==> config.mk <==
export PLATFORM = sky130hd
export DESIGN_NAME = triangle_tf_sequencer
export DESIGN_NICKNAME = d
export VERILOG_FILES = /design/src/rtl/triangle_tf_sequencer_pkg.sv /design/src/rtl/triangle_tf_sequencer_stream_fifo.sv /design/src/rtl/triangle_tf_sequencer.sv
export SDC_FILE = /design/constraint.sdc
export NUM_CORES = 1
export LEC_CHECK = 0
export CAP_MARGIN = 5
export CORE_UTILIZATION = 45
export DETAILED_ROUTE_END_ITERATION = 8
export GPL_TIMING_DRIVEN = 0
export PLACE_DENSITY_LB_ADDON = 0.08
export SYNTH_ARGS = -nofsm -noshare
export SYNTH_HDL_FRONTEND = slang
export SYNTH_SLANG_ARGS = --single-unit
==> constraint.sdc <==
create_clock -name clk -period 5.51 [get_ports clk]
set_input_delay 0.551 -clock clk [delete_from_list [all_inputs] [get_ports clk]]
set_output_delay 0.551 -clock clk [all_outputs]
set_load 0.01 [all_outputs]
==> src/rtl/triangle_tf_sequencer_pkg.sv <==
// rtl/triangle_tf_sequencer_pkg.sv - shared types for the triangle transform sequencer
package triangle_tf_sequencer_pkg;

  localparam int MODEL_W   = 8;
  localparam int TRI_IDX_W = 8;
  localparam int TRI_W     = 32;
  localparam int XF_W      = 16;
  // Tag instance field is wide enough for any supported MAX_INSTANCES (up to 256).
  localparam int SEQ_IW    = 8;

  typedef struct packed {
    logic [MODEL_W-1:0] model_id;
    logic [XF_W-1:0]    transform;
  } modelinstance_t;

  typedef struct packed {
    logic last;
  } modelinstance_meta_t;

  typedef struct packed {
    logic [MODEL_W-1:0]   model_index;
    logic [TRI_IDX_W-1:0] triangle_index;
  } modelbuf_read_t;

  typedef struct packed {
    logic [TRI_W-1:0] vertices;
  } triangle_t;

  typedef struct packed {
    logic last;
  } triangle_meta_t;

  typedef struct packed {
    triangle_t       tri_data;
    logic [XF_W-1:0] transform;
  } triangle_tf_t;

  typedef struct packed {
    logic triangle_last;
    logic model_last;
  } triangle_tf_meta_t;

  typedef struct packed {
    logic [SEQ_IW-1:0] inst;
    logic              epoch;
  } seq_tag_t;

  typedef enum logic [1:0] {
    ST_LOAD,
    ST_LOADED,
    ST_RUN,
    ST_FLUSH
  } seq_state_e;

endpackage

==> src/rtl/triangle_tf_sequencer_stream_fifo.sv <==
// rtl/triangle_tf_sequencer_stream_fifo.sv - generic valid/ready FIFO with occupancy count
module stream_fifo #(
  parameter int WIDTH = 8,
  parameter int DEPTH = 4,
  parameter int CW    = $clog2(DEPTH + 1)
) (
  input  logic             clk_i,
  input  logic             rstn_i,
  input  logic [WIDTH-1:0] s_tdata_i,
  input  logic             s_tvalid_i,
  output logic [WIDTH-1:0] m_tdata_o,
  output logic             m_tvalid_o,
  input  logic             m_tready_i,
  output logic [CW-1:0]    count_o
);
  localparam int PW = (DEPTH > 1) ? $clog2(DEPTH) : 1;
  localparam logic [PW-1:0] LAST_PTR = PW'(DEPTH - 1);

  logic [WIDTH-1:0] mem_q [DEPTH];
  logic [PW-1:0]    rd_ptr_q, rd_ptr_d, wr_ptr_q, wr_ptr_d;
  logic [CW-1:0]    count_q, count_d;
  logic             push, pop;

  assign pop  = m_tready_i && (count_q != '0);
  // A full FIFO still accepts a push when the head leaves in the same cycle.
  assign push = s_tvalid_i && ((count_q != CW'(DEPTH)) || pop);

  always_comb begin
    rd_ptr_d = rd_ptr_q;
    wr_ptr_d = wr_ptr_q;
    count_d  = count_q;
    if (pop)  rd_ptr_d = (rd_ptr_q == LAST_PTR) ? '0 : rd_ptr_q + PW'(1);
    if (push) wr_ptr_d = (wr_ptr_q == LAST_PTR) ? '0 : wr_ptr_q + PW'(1);
    if (push && !pop)      count_d = count_q + CW'(1);
    else if (pop && !push) count_d = count_q - CW'(1);
  end

  always_ff @(posedge clk_i or negedge rstn_i) begin
    if (!rstn_i) begin
      rd_ptr_q <= '0;
      wr_ptr_q <= '0;
      count_q  <= '0;
    end else begin
      rd_ptr_q <= rd_ptr_d;
      wr_ptr_q <= wr_ptr_d;
      count_q  <= count_d;
    end
  end

  always_ff @(posedge clk_i) begin
    if (push) mem_q[wr_ptr_q] <= s_tdata_i;
  end

  assign m_tvalid_o = (count_q != '0);
  assign m_tdata_o  = m_tvalid_o ? mem_q[rd_ptr_q] : '0;
  assign count_o    = count_q;

endmodule

==> src/rtl/triangle_tf_sequencer.sv <==
// rtl/triangle_tf_sequencer.sv - walks instances x triangles, issues ModelBuffer reads, emits transformed triangles
module triangle_tf_sequencer
  import triangle_tf_sequencer_pkg::*;
#(
  parameter int MAX_INSTANCES = 16,
  parameter int MB_LATENCY    = 2,
  parameter int FIFO_DEPTH    = 4
) (
  input  logic                clk,
  input  logic                rstn,
  input  modelinstance_t      instance_data,
  input  modelinstance_meta_t instance_meta,
  input  logic                instance_valid,
  output logic                instance_ready,
  input  logic                frame_start,
  output logic                busy,
  output logic                overflow,
  output modelbuf_read_t      mb_read,
  output logic                mb_read_valid,
  input  triangle_t           mb_triangle,
  input  triangle_meta_t      mb_triangle_meta,
  input  logic                mb_triangle_valid,
  output triangle_tf_t        out_data,
  output triangle_tf_meta_t   out_meta,
  output logic                out_valid,
  input  logic                out_ready
);
  localparam int IW   = (MAX_INSTANCES > 1) ? $clog2(MAX_INSTANCES) : 1;
  localparam int CW   = $clog2(MAX_INSTANCES + 1);
  localparam int FCW  = $clog2(FIFO_DEPTH + 1);
  localparam int SW   = $clog2(FIFO_DEPTH + MB_LATENCY + 1);
  localparam int PAYW = $bits(triangle_tf_t) + $bits(triangle_tf_meta_t);
  localparam logic [CW-1:0] MAX_CNT = CW'(MAX_INSTANCES);

  seq_state_e           state_q, state_d;
  logic [CW-1:0]        wr_idx_q, wr_idx_d, n_inst_q, n_inst_d;
  logic                 overflow_q, overflow_d;
  logic [IW-1:0]        inst_idx_q, inst_idx_d;
  logic [TRI_IDX_W-1:0] tri_idx_q, tri_idx_d;
  logic                 epoch_q, epoch_d;
  logic [MB_LATENCY-1:0] tag_v_q;
  seq_tag_t             tag_q [MB_LATENCY];

  logic [MODEL_W-1:0]   ram_model_q [MAX_INSTANCES];
  logic [XF_W-1:0]      ram_xf_q    [MAX_INSTANCES];

  logic                 ram_we, issue, ret_live, ret_final;
  seq_tag_t             ret_tag;
  logic [IW-1:0]        ret_inst;
  logic [SW-1:0]        inflight, occupancy;
  logic [FCW-1:0]       fifo_count;
  triangle_tf_t         push_data;
  triangle_tf_meta_t    push_meta;
  logic [PAYW-1:0]      pop_payload;

  // Credit: every outstanding read (squashed or not) reserves a FIFO slot.
  always_comb begin
    inflight = '0;
    for (int i = 0; i < MB_LATENCY; i++) inflight = inflight + SW'(tag_v_q[i]);
    occupancy = inflight + SW'(fifo_count);
  end

  assign issue     = (state_q == ST_RUN) && (occupancy < SW'(FIFO_DEPTH));
  assign ret_tag   = tag_q[MB_LATENCY-1];
  assign ret_inst  = ret_tag.inst[IW-1:0];
  assign ret_live  = mb_triangle_valid && tag_v_q[MB_LATENCY-1] && (ret_tag.epoch == epoch_q);
  assign ret_final = (ret_tag.inst == SEQ_IW'(n_inst_q - CW'(1)));

  always_comb begin
    mb_read = '0;
    if (issue) begin
      mb_read.model_index    = ram_model_q[inst_idx_q];
      mb_read.triangle_index = tri_idx_q;
    end
  end

  always_comb begin
    push_data.tri_data      = mb_triangle;
    push_data.transform     = ram_xf_q[ret_inst];
    push_meta.triangle_last = mb_triangle_meta.last;
    push_meta.model_last    = mb_triangle_meta.last && ret_final;
  end

  always_comb begin
    state_d    = state_q;
    wr_idx_d   = wr_idx_q;
    n_inst_d   = n_inst_q;
    overflow_d = overflow_q;
    inst_idx_d = inst_idx_q;
    tri_idx_d  = tri_idx_q;
    epoch_d    = epoch_q;
    ram_we     = 1'b0;
    unique case (state_q)
      ST_LOAD: begin
        if (instance_valid) begin
          if (wr_idx_q < MAX_CNT) begin
            ram_we   = 1'b1;
            wr_idx_d = wr_idx_q + CW'(1);
          end else begin
            overflow_d = 1'b1;
          end
          if (instance_meta.last) begin
            n_inst_d = (wr_idx_q < MAX_CNT) ? wr_idx_q + CW'(1) : MAX_CNT;
            state_d  = ST_LOADED;
          end
        end
      end
      ST_LOADED: begin
        if (frame_start) begin
          state_d    = ST_RUN;
          inst_idx_d = '0;
          tri_idx_d  = '0;
        end else if (instance_valid) begin
          // The pending beat is taken in LOAD on the following cycle.
          state_d  = ST_LOAD;
          wr_idx_d = '0;
          n_inst_d = '0;
        end
      end
      ST_RUN: begin
        if (issue) tri_idx_d = tri_idx_q + TRI_IDX_W'(1);
        // End of model: new epoch squashes reads already issued past the last triangle.
        if (ret_live && mb_triangle_meta.last) begin
          epoch_d    = ~epoch_q;
          tri_idx_d  = '0;
          inst_idx_d = ret_inst + IW'(1);
          if (ret_final) state_d = ST_FLUSH;
        end
      end
      ST_FLUSH: begin
        if (inflight == '0 && fifo_count == '0) state_d = ST_LOADED;
      end
      default: state_d = ST_LOAD;
    endcase
  end

  always_ff @(posedge clk or negedge rstn) begin
    if (!rstn) begin
      state_q    <= ST_LOAD;
      wr_idx_q   <= '0;
      n_inst_q   <= '0;
      overflow_q <= 1'b0;
      inst_idx_q <= '0;
      tri_idx_q  <= '0;
      epoch_q    <= 1'b0;
      tag_v_q    <= '0;
      for (int i = 0; i < MB_LATENCY; i++) tag_q[i] <= '0;
    end else begin
      state_q    <= state_d;
      wr_idx_q   <= wr_idx_d;
      n_inst_q   <= n_inst_d;
      overflow_q <= overflow_d;
      inst_idx_q <= inst_idx_d;
      tri_idx_q  <= tri_idx_d;
      epoch_q    <= epoch_d;
      tag_v_q[0] <= issue;
      tag_q[0]   <= '{inst: SEQ_IW'(inst_idx_q), epoch: epoch_q};
      for (int i = 1; i < MB_LATENCY; i++) begin
        tag_v_q[i] <= tag_v_q[i-1];
        tag_q[i]   <= tag_q[i-1];
      end
    end
  end

  always_ff @(posedge clk) begin
    if (ram_we) begin
      ram_model_q[wr_idx_q[IW-1:0]] <= instance_data.model_id;
      ram_xf_q[wr_idx_q[IW-1:0]]    <= instance_data.transform;
    end
  end

  stream_fifo #(
    .WIDTH(PAYW),
    .DEPTH(FIFO_DEPTH),
    .CW   (FCW)
  ) u_out_fifo (
    .clk_i     (clk),
    .rstn_i    (rstn),
    .s_tdata_i ({push_data, push_meta}),
    .s_tvalid_i(ret_live),
    .m_tdata_o (pop_payload),
    .m_tvalid_o(out_valid),
    .m_tready_i(out_ready),
    .count_o   (fifo_count)
  );

  assign {out_data, out_meta} = pop_payload;
  assign instance_ready       = (state_q == ST_LOAD);
  assign mb_read_valid        = issue;
  assign busy                 = (state_q == ST_RUN) || (state_q == ST_FLUSH);
  assign overflow             = overflow_q;

endmodule

Yosys cells after proc, flatten, opt, wreduce, memory -nomap -nowiden
Memories as Yosys holds them, arrays and structs flattened.
Index checks and enable logic that the tools add are counted.
{"block": "op_classes", "bitwise_logic": 2, "reduce_logical": 28, "n_mux": 37, "add_sub_neg": 10, "n_eq_ne": 19, "magnitude_cmp": 2}
{"op": "$mux W50", "count": 1}
{"op": "$mux W5", "count": 7}
{"op": "$mux W8", "count": 3}
{"op": "$pmux W5 S2", "count": 2}
{"op": "$mux W2", "count": 9}
{"op": "$mux W16", "count": 1}
{"op": "$pmux W8 S2", "count": 1}
{"op": "$ne A2 B2 Y1 const B", "count": 7}
{"op": "$logic_and A1 B1 Y1", "count": 10}
{"op": "$reduce_and A5 Y1", "count": 2}
{"op": "$reduce_and A3 Y1", "count": 3}
{"op": "$add A8 B1 Y8 const B", "count": 1}
{"op": "$eq A2 B2 Y1 const B", "count": 4}
{"op": "$eq A4 B8 Y1", "count": 1}
{"op": "$mux W4", "count": 2}
{"op": "$pmux W2 S4", "count": 1}
{"op": "$pmux W4 S2", "count": 1}
{"op": "$mux W1", "count": 7}
{"op": "$logic_not A3 Y1", "count": 2}
{"op": "$mux W3", "count": 2}
{"op": "$ne A3 B3 Y1 const B", "count": 2}
{"op": "$reduce_and A6 Y1", "count": 1}
{"op": "$reduce_bool A2 Y1", "count": 3}
{"op": "$sub A5 B1 Y6 const B", "count": 1}
{"op": "other kinds (19)", "count": 24}
{"block": "word_totals", "mem_bits_rw": 584, "input_bits": 64, "elab_cells": 116, "memories": 3, "register_bits": 45}
{"name": "ram_xf_q", "depth": 16, "width": 16, "rd": 1, "rd_ports_with_merged_regs": 0, "write_ports": 1, "line_no": "triangle_tf_sequencer.sv:45", "text": "logic [XF_W-1:0] ram_xf_q [MAX_INSTANCES];"}
{"name": "u_out_fifo.mem_q", "depth": 4, "width": 50, "rd": 1, "rd_ports_with_merged_regs": 0, "write_ports": 1, "line_no": "triangle_tf_sequencer_stream_fifo.sv:19", "text": "logic [WIDTH-1:0] mem_q [DEPTH];"}
{"name": "ram_model_q", "depth": 16, "width": 8, "rd": 1, "rd_ports_with_merged_regs": 0, "write_ports": 1, "line_no": "triangle_tf_sequencer.sv:44", "text": "logic [MODEL_W-1:0] ram_model_q [MAX_INSTANCES];"}

Longest topological paths before layout
{"block": "logic_depth", "ltp_word": 8, "mapped_depth": 9}

By module
A second synthesis with hierarchy kept.
{"block": "unflattened", "cells_unflattened": 1253, "area_unflattened_um2": 24963.9}
{"module": "triangle_tf_sequencer", "cells_each": 899, "instances": 1, "area_per_inst_um2": 16923.7}
{"module": "stream_fifo", "cells_each": 354, "instances": 1, "area_per_inst_um2": 8040.2}

Worst setup path after synthesis
No wires, ideal clock.
{"block": "synth_timing", "path_kind": "reg-to-reg", "start": "register state_q[0]", "end": "memory ram_model_q[0][0] (enable)", "required_ps": 5075, "arrival_time_ps": 3006, "setup_ps": 435, "stages_incl_launch_ff": 8, "setup_slack_ps": 2069, "path_buffers": 1, "cell_sequence": "dfrtp_1 > inv_1 > ha_1 > clkbuf_1 > nand2_1 > nor2_1 > nand2_1 > nor3_1"}
{"block": "synth_between", "elab_chain_len": 4}
{"item": "start, declared", "line_no": "triangle_tf_sequencer.sv:35", "text": "seq_state_e state_q, state_d;"}
{"item": "start signal, assigned", "line_no": "triangle_tf_sequencer.sv:149", "text": "state_q <= state_d;"}
{"item": "$logic_not A2 Y1"}
{"item": "via instance_ready", "line_no": "triangle_tf_sequencer.sv:14", "text": "output logic instance_ready,"}
{"item": "$mux W1", "line_no": "triangle_tf_sequencer.sv:93", "text": "unique case (state_q)"}
{"item": "$mux W1", "line_no": "triangle_tf_sequencer.sv:166", "text": "if (ram_we) begin"}
{"item": "$mux W1 (implied by the code)", "line_no": "triangle_tf_sequencer.sv:167", "text": "ram_model_q[wr_idx_q[IW-1:0]] <= instance_data.model_id;"}
{"item": "end, declared", "line_no": "triangle_tf_sequencer.sv:44"}
The timed path passes the listed nets, and every way through them passes these cells.

==> flow_metrics.env <==
export IMPL_status="completed"
export IMPL_core_area_mm2=0.0542
export IMPL_finalHoldViolCount=0
export IMPL_yosys_warnings=0
export IMPL_hpwlAfterDp_um=35200
export IMPL_ir_worst_vdd_uv=257
export IMPL_stdcell_area_mm2=0.0296
export IMPL_p_leak_nw=9.69
export IMPL_setup_worst_path_end_class="output pin"
export IMPL_syn_nets=1341
export IMPL_yosysTopAreaCell="edfxtp_1"
export IMPL_cp_start_kind="flop"
export IMPL_avgRoutedWirePerCell_um=25.2
export IMPL_path_max_fanout=10
export IMPL_relSlewSlack=0.243
export IMPL_clock_sinks=629
export IMPL_setup_viol=0
export IMPL_synthTopCellsByArea="edfxtp_1, mux4_2, dfrtp_1, mux4_1, mux2i_1"
export IMPL_io_pins=135
export IMPL_fill_cells=4246
export IMPL_cts_buffers_inserted=67
export IMPL_place_area_mm2=0.0276
export IMPL_grt_pass1_wl_um=83700
export IMPL_cap_violations=0
export IMPL_yosysSeqAreaShare=0.751
export IMPL_layout_drive_gt1_share=0.181
export IMPL_synthTopCellsByCount="edfxtp_1, mux4_2, and2_1"
export IMPL_port_buffers=134
export IMPL_p_total_mw=13.1
export IMPL_tns_ns=0
export IMPL_yosys_cell_count_top_type="edfxtp_1"
export IMPL_postCtsSetupBuffers=0
export IMPL_fin_cells=2226
export IMPL_cts_resized_gates=0
export IMPL_fmax_ghz=0.235
export IMPL_drv_slew=0
export IMPL_num_antenna_cells=0
export IMPL_period_needed_ns=4.25
export IMPL_cts_htree_levels=3
export IMPL_gp_congestion=0.767
export IMPL_ys_ff_latch=629
export IMPL_worstSkewPairLatency_ns=0.58
export IMPL_cp_data_required_time_ns=4.96
export IMPL_ant_nets=0
export IMPL_vias=12600
export IMPL_worstMarginPinSlew_ns=1.14
export IMPL_postCtsHoldBufs=1
export IMPL_routed_via_density=5.64
export IMPL_wl_um=56200
export IMPL_post_route_period_util=0.772
export IMPL_die_w_um=237
export IMPL_cts_tree="yes"
export IMPL_worst_setup_hold_path_clk_slew_ns=0.06
export IMPL_synthArstFlopShare=0.0715
export IMPL_setup_ws_ns=1.26
export IMPL_dr_pass1_iters=5
export IMPL_grt_max_degree=51
export IMPL_overflow=0
export IMPL_synthCells=1254
export IMPL_syn_to_final_growth_pct=19.2
export IMPL_clock_root_buffer="clkbuf_16"
export IMPL_syn_area_mm2=0.0249
export IMPL_layout_nets=1571
export IMPL_grt_pass1_vias=13000
export IMPL_powerDensity_mw_per_mm2=443
export IMPL_place_ws_ns=1.88
export IMPL_synth_cell_types=50
export IMPL_crit_arrival_ns=3.70
export IMPL_synth_ff_type="edfxtp_1"
export IMPL_drcViolationCount=0
export IMPL_start_util=0.458
export IMPL_place_inst=2110
export IMPL_cts_buffer_depth=3
export IMPL_antenna_found_initial=3
export IMPL_rsz0062_at_grt="no"
export IMPL_die_area_mm2=0.0562
export IMPL_clock_skew_ns=0.0187
export IMPL_criticalPathCategory="reg -> out"
export IMPL_syn_avg_cell_area_um2=19.8
export IMPL_grtUsageTotal=0.205
export IMPL_synth_edf_count=584
export IMPL_synth_top_area_share=0.705
export IMPL_rows=85
export IMPL_drtIter0Drc=940
export IMPL_die_h_um=237
export IMPL_hold_class="reg -> reg"
cell type report:
cell class,instances,area [µm²],share of cell area
Inverter,15,56.3,0.00190
Sequential cell,629,18700,0.630
Tap cell,696,871,0.0294
Clock inverter,28,191,0.00646
Clock buffer,87,1810,0.0612
Multi-Input combinational cell,543,5940,0.200
Timing Repair Buffer,161,1780,0.0602
Buffer,67,317,0.0107
metal layers:
layer  global-route usage  wire length [µm]  share of wire
met2                0.329             26700           0.48
met5                    0                35        0.00062
met1                0.283             24900           0.44
met4               0.0683              1360          0.024
met3               0.0373              3210          0.057
cell families (layout without fill, tap and decap cells):
kind of cell,count (synthesis),count (layout),synth area share
AOI/OAI and AO/OA,121,121,0.0318
buffers and inverters,82,358,0.0150
DFF,629,629,0.751
xor gates and xnor gates,21,21,0.00740
adders and majority gates,23,23,0.0119
muxes,193,193,0.144
and+or+nand+nor,185,185,0.0391
power by group:
| part | internal [mW] | switching (mW) |
|---|---|---|
| clock | 2.41 | 1.77 |
| sequential | 5.42 | 0.0897 |
| combinational | 1.69 | 1.75 |
| total | 9.52 | 3.60 |
state kept, by name, summed over array words and instances, names as in the netlist, 3 cells and up:
| signal | flops |
|---|---|
| inst_idx_q | 4 |
| n_inst_q | 5 |
| ram_model_q | 128 |
| ram_xf_q | 256 |
| ret_inst | 4 |
| tag_q | 5 |
| tri_idx_q | 8 |
| u_out_fifo.count_o | 3 |
| u_out_fifo.mem_q | 200 |
| wr_idx_q | 5 |
final timing paths:
| check | startpoint | slack, ns | cells past startpoint | to |
|---|---|---|---|---|
| min in group asynchronous | rstn | 0.47 | 2 | wr_idx_q[0]$_DFFE_PN0P_ |
| hold reg to reg | tag_q[13]$_DFF_PN0_ | 0.35 | 0 | ret_inst[3]$_DFF_PN0_ |
| max in group asynchronous | rstn | 4.51 | 3 | u_out_fifo.count_o[1]$_DFFE_PN0P_ |
| hold / removal | tag_q[13]$_DFF_PN0_ | 0.35 | 0 | ret_inst[3]$_DFF_PN0_ |
| setup / recovery | tag_v_q[1]$_DFF_PN0_ | 1.26 | 7 | mb_read[12] |
| setup reg to reg | state_q[0]$_DFFE_PN0P_ | 2.36 | 9 | ram_xf_q[3][7]$_DFFE_PP_ |
worst max-delay path: stages (launching register included):
cell             delay [ns]
dfrtp_1                0.41
ha_1                   0.20
ha_1                   0.27
a31oi_1                0.30
xor2_1                 0.55
clkbuf_1               0.54
and3_1                 0.31
clkdlybuf4s50_1        0.55
per-stage QoR:
step | util | hold WS, ns
after CTS | 0.546 | 0.354
after floorplan | - | 0.255
after global placement | 0.499 | 0.332
final | 0.546 | 0.349
after global routing | 0.546 | 0.365
after detailed placement | 0.509 | 0.338
cells in the final DEF (no fill, tap or decap), types with 5 or more instances in the layout:
cell               n
nand4_1            5
a22oi_1           16
buf_12             9
mux2i_1           51
dfrtp_1           45
a221oi_1          16
ha_1              22
edfxtp_1         584
mux2_2            20
nor2_4            12
inv_1             15
nor2_1            13
mux4_2            96
and2_1            52
nor3_1             7
clkdlybuf4s50_1  133
a21oi_1           18
xor2_1             9
clkbuf_16         69
nor2b_1            6
buf_2             21
clkinv_2           8
a31oi_1            5
o21ai_0           43
buf_6             13
mux4_1            26
clkbuf_1          55
xnor2_1           12
and3_1            16
nand2_1           47
clkinv_1          13
(Power assumes the default switching activity.)
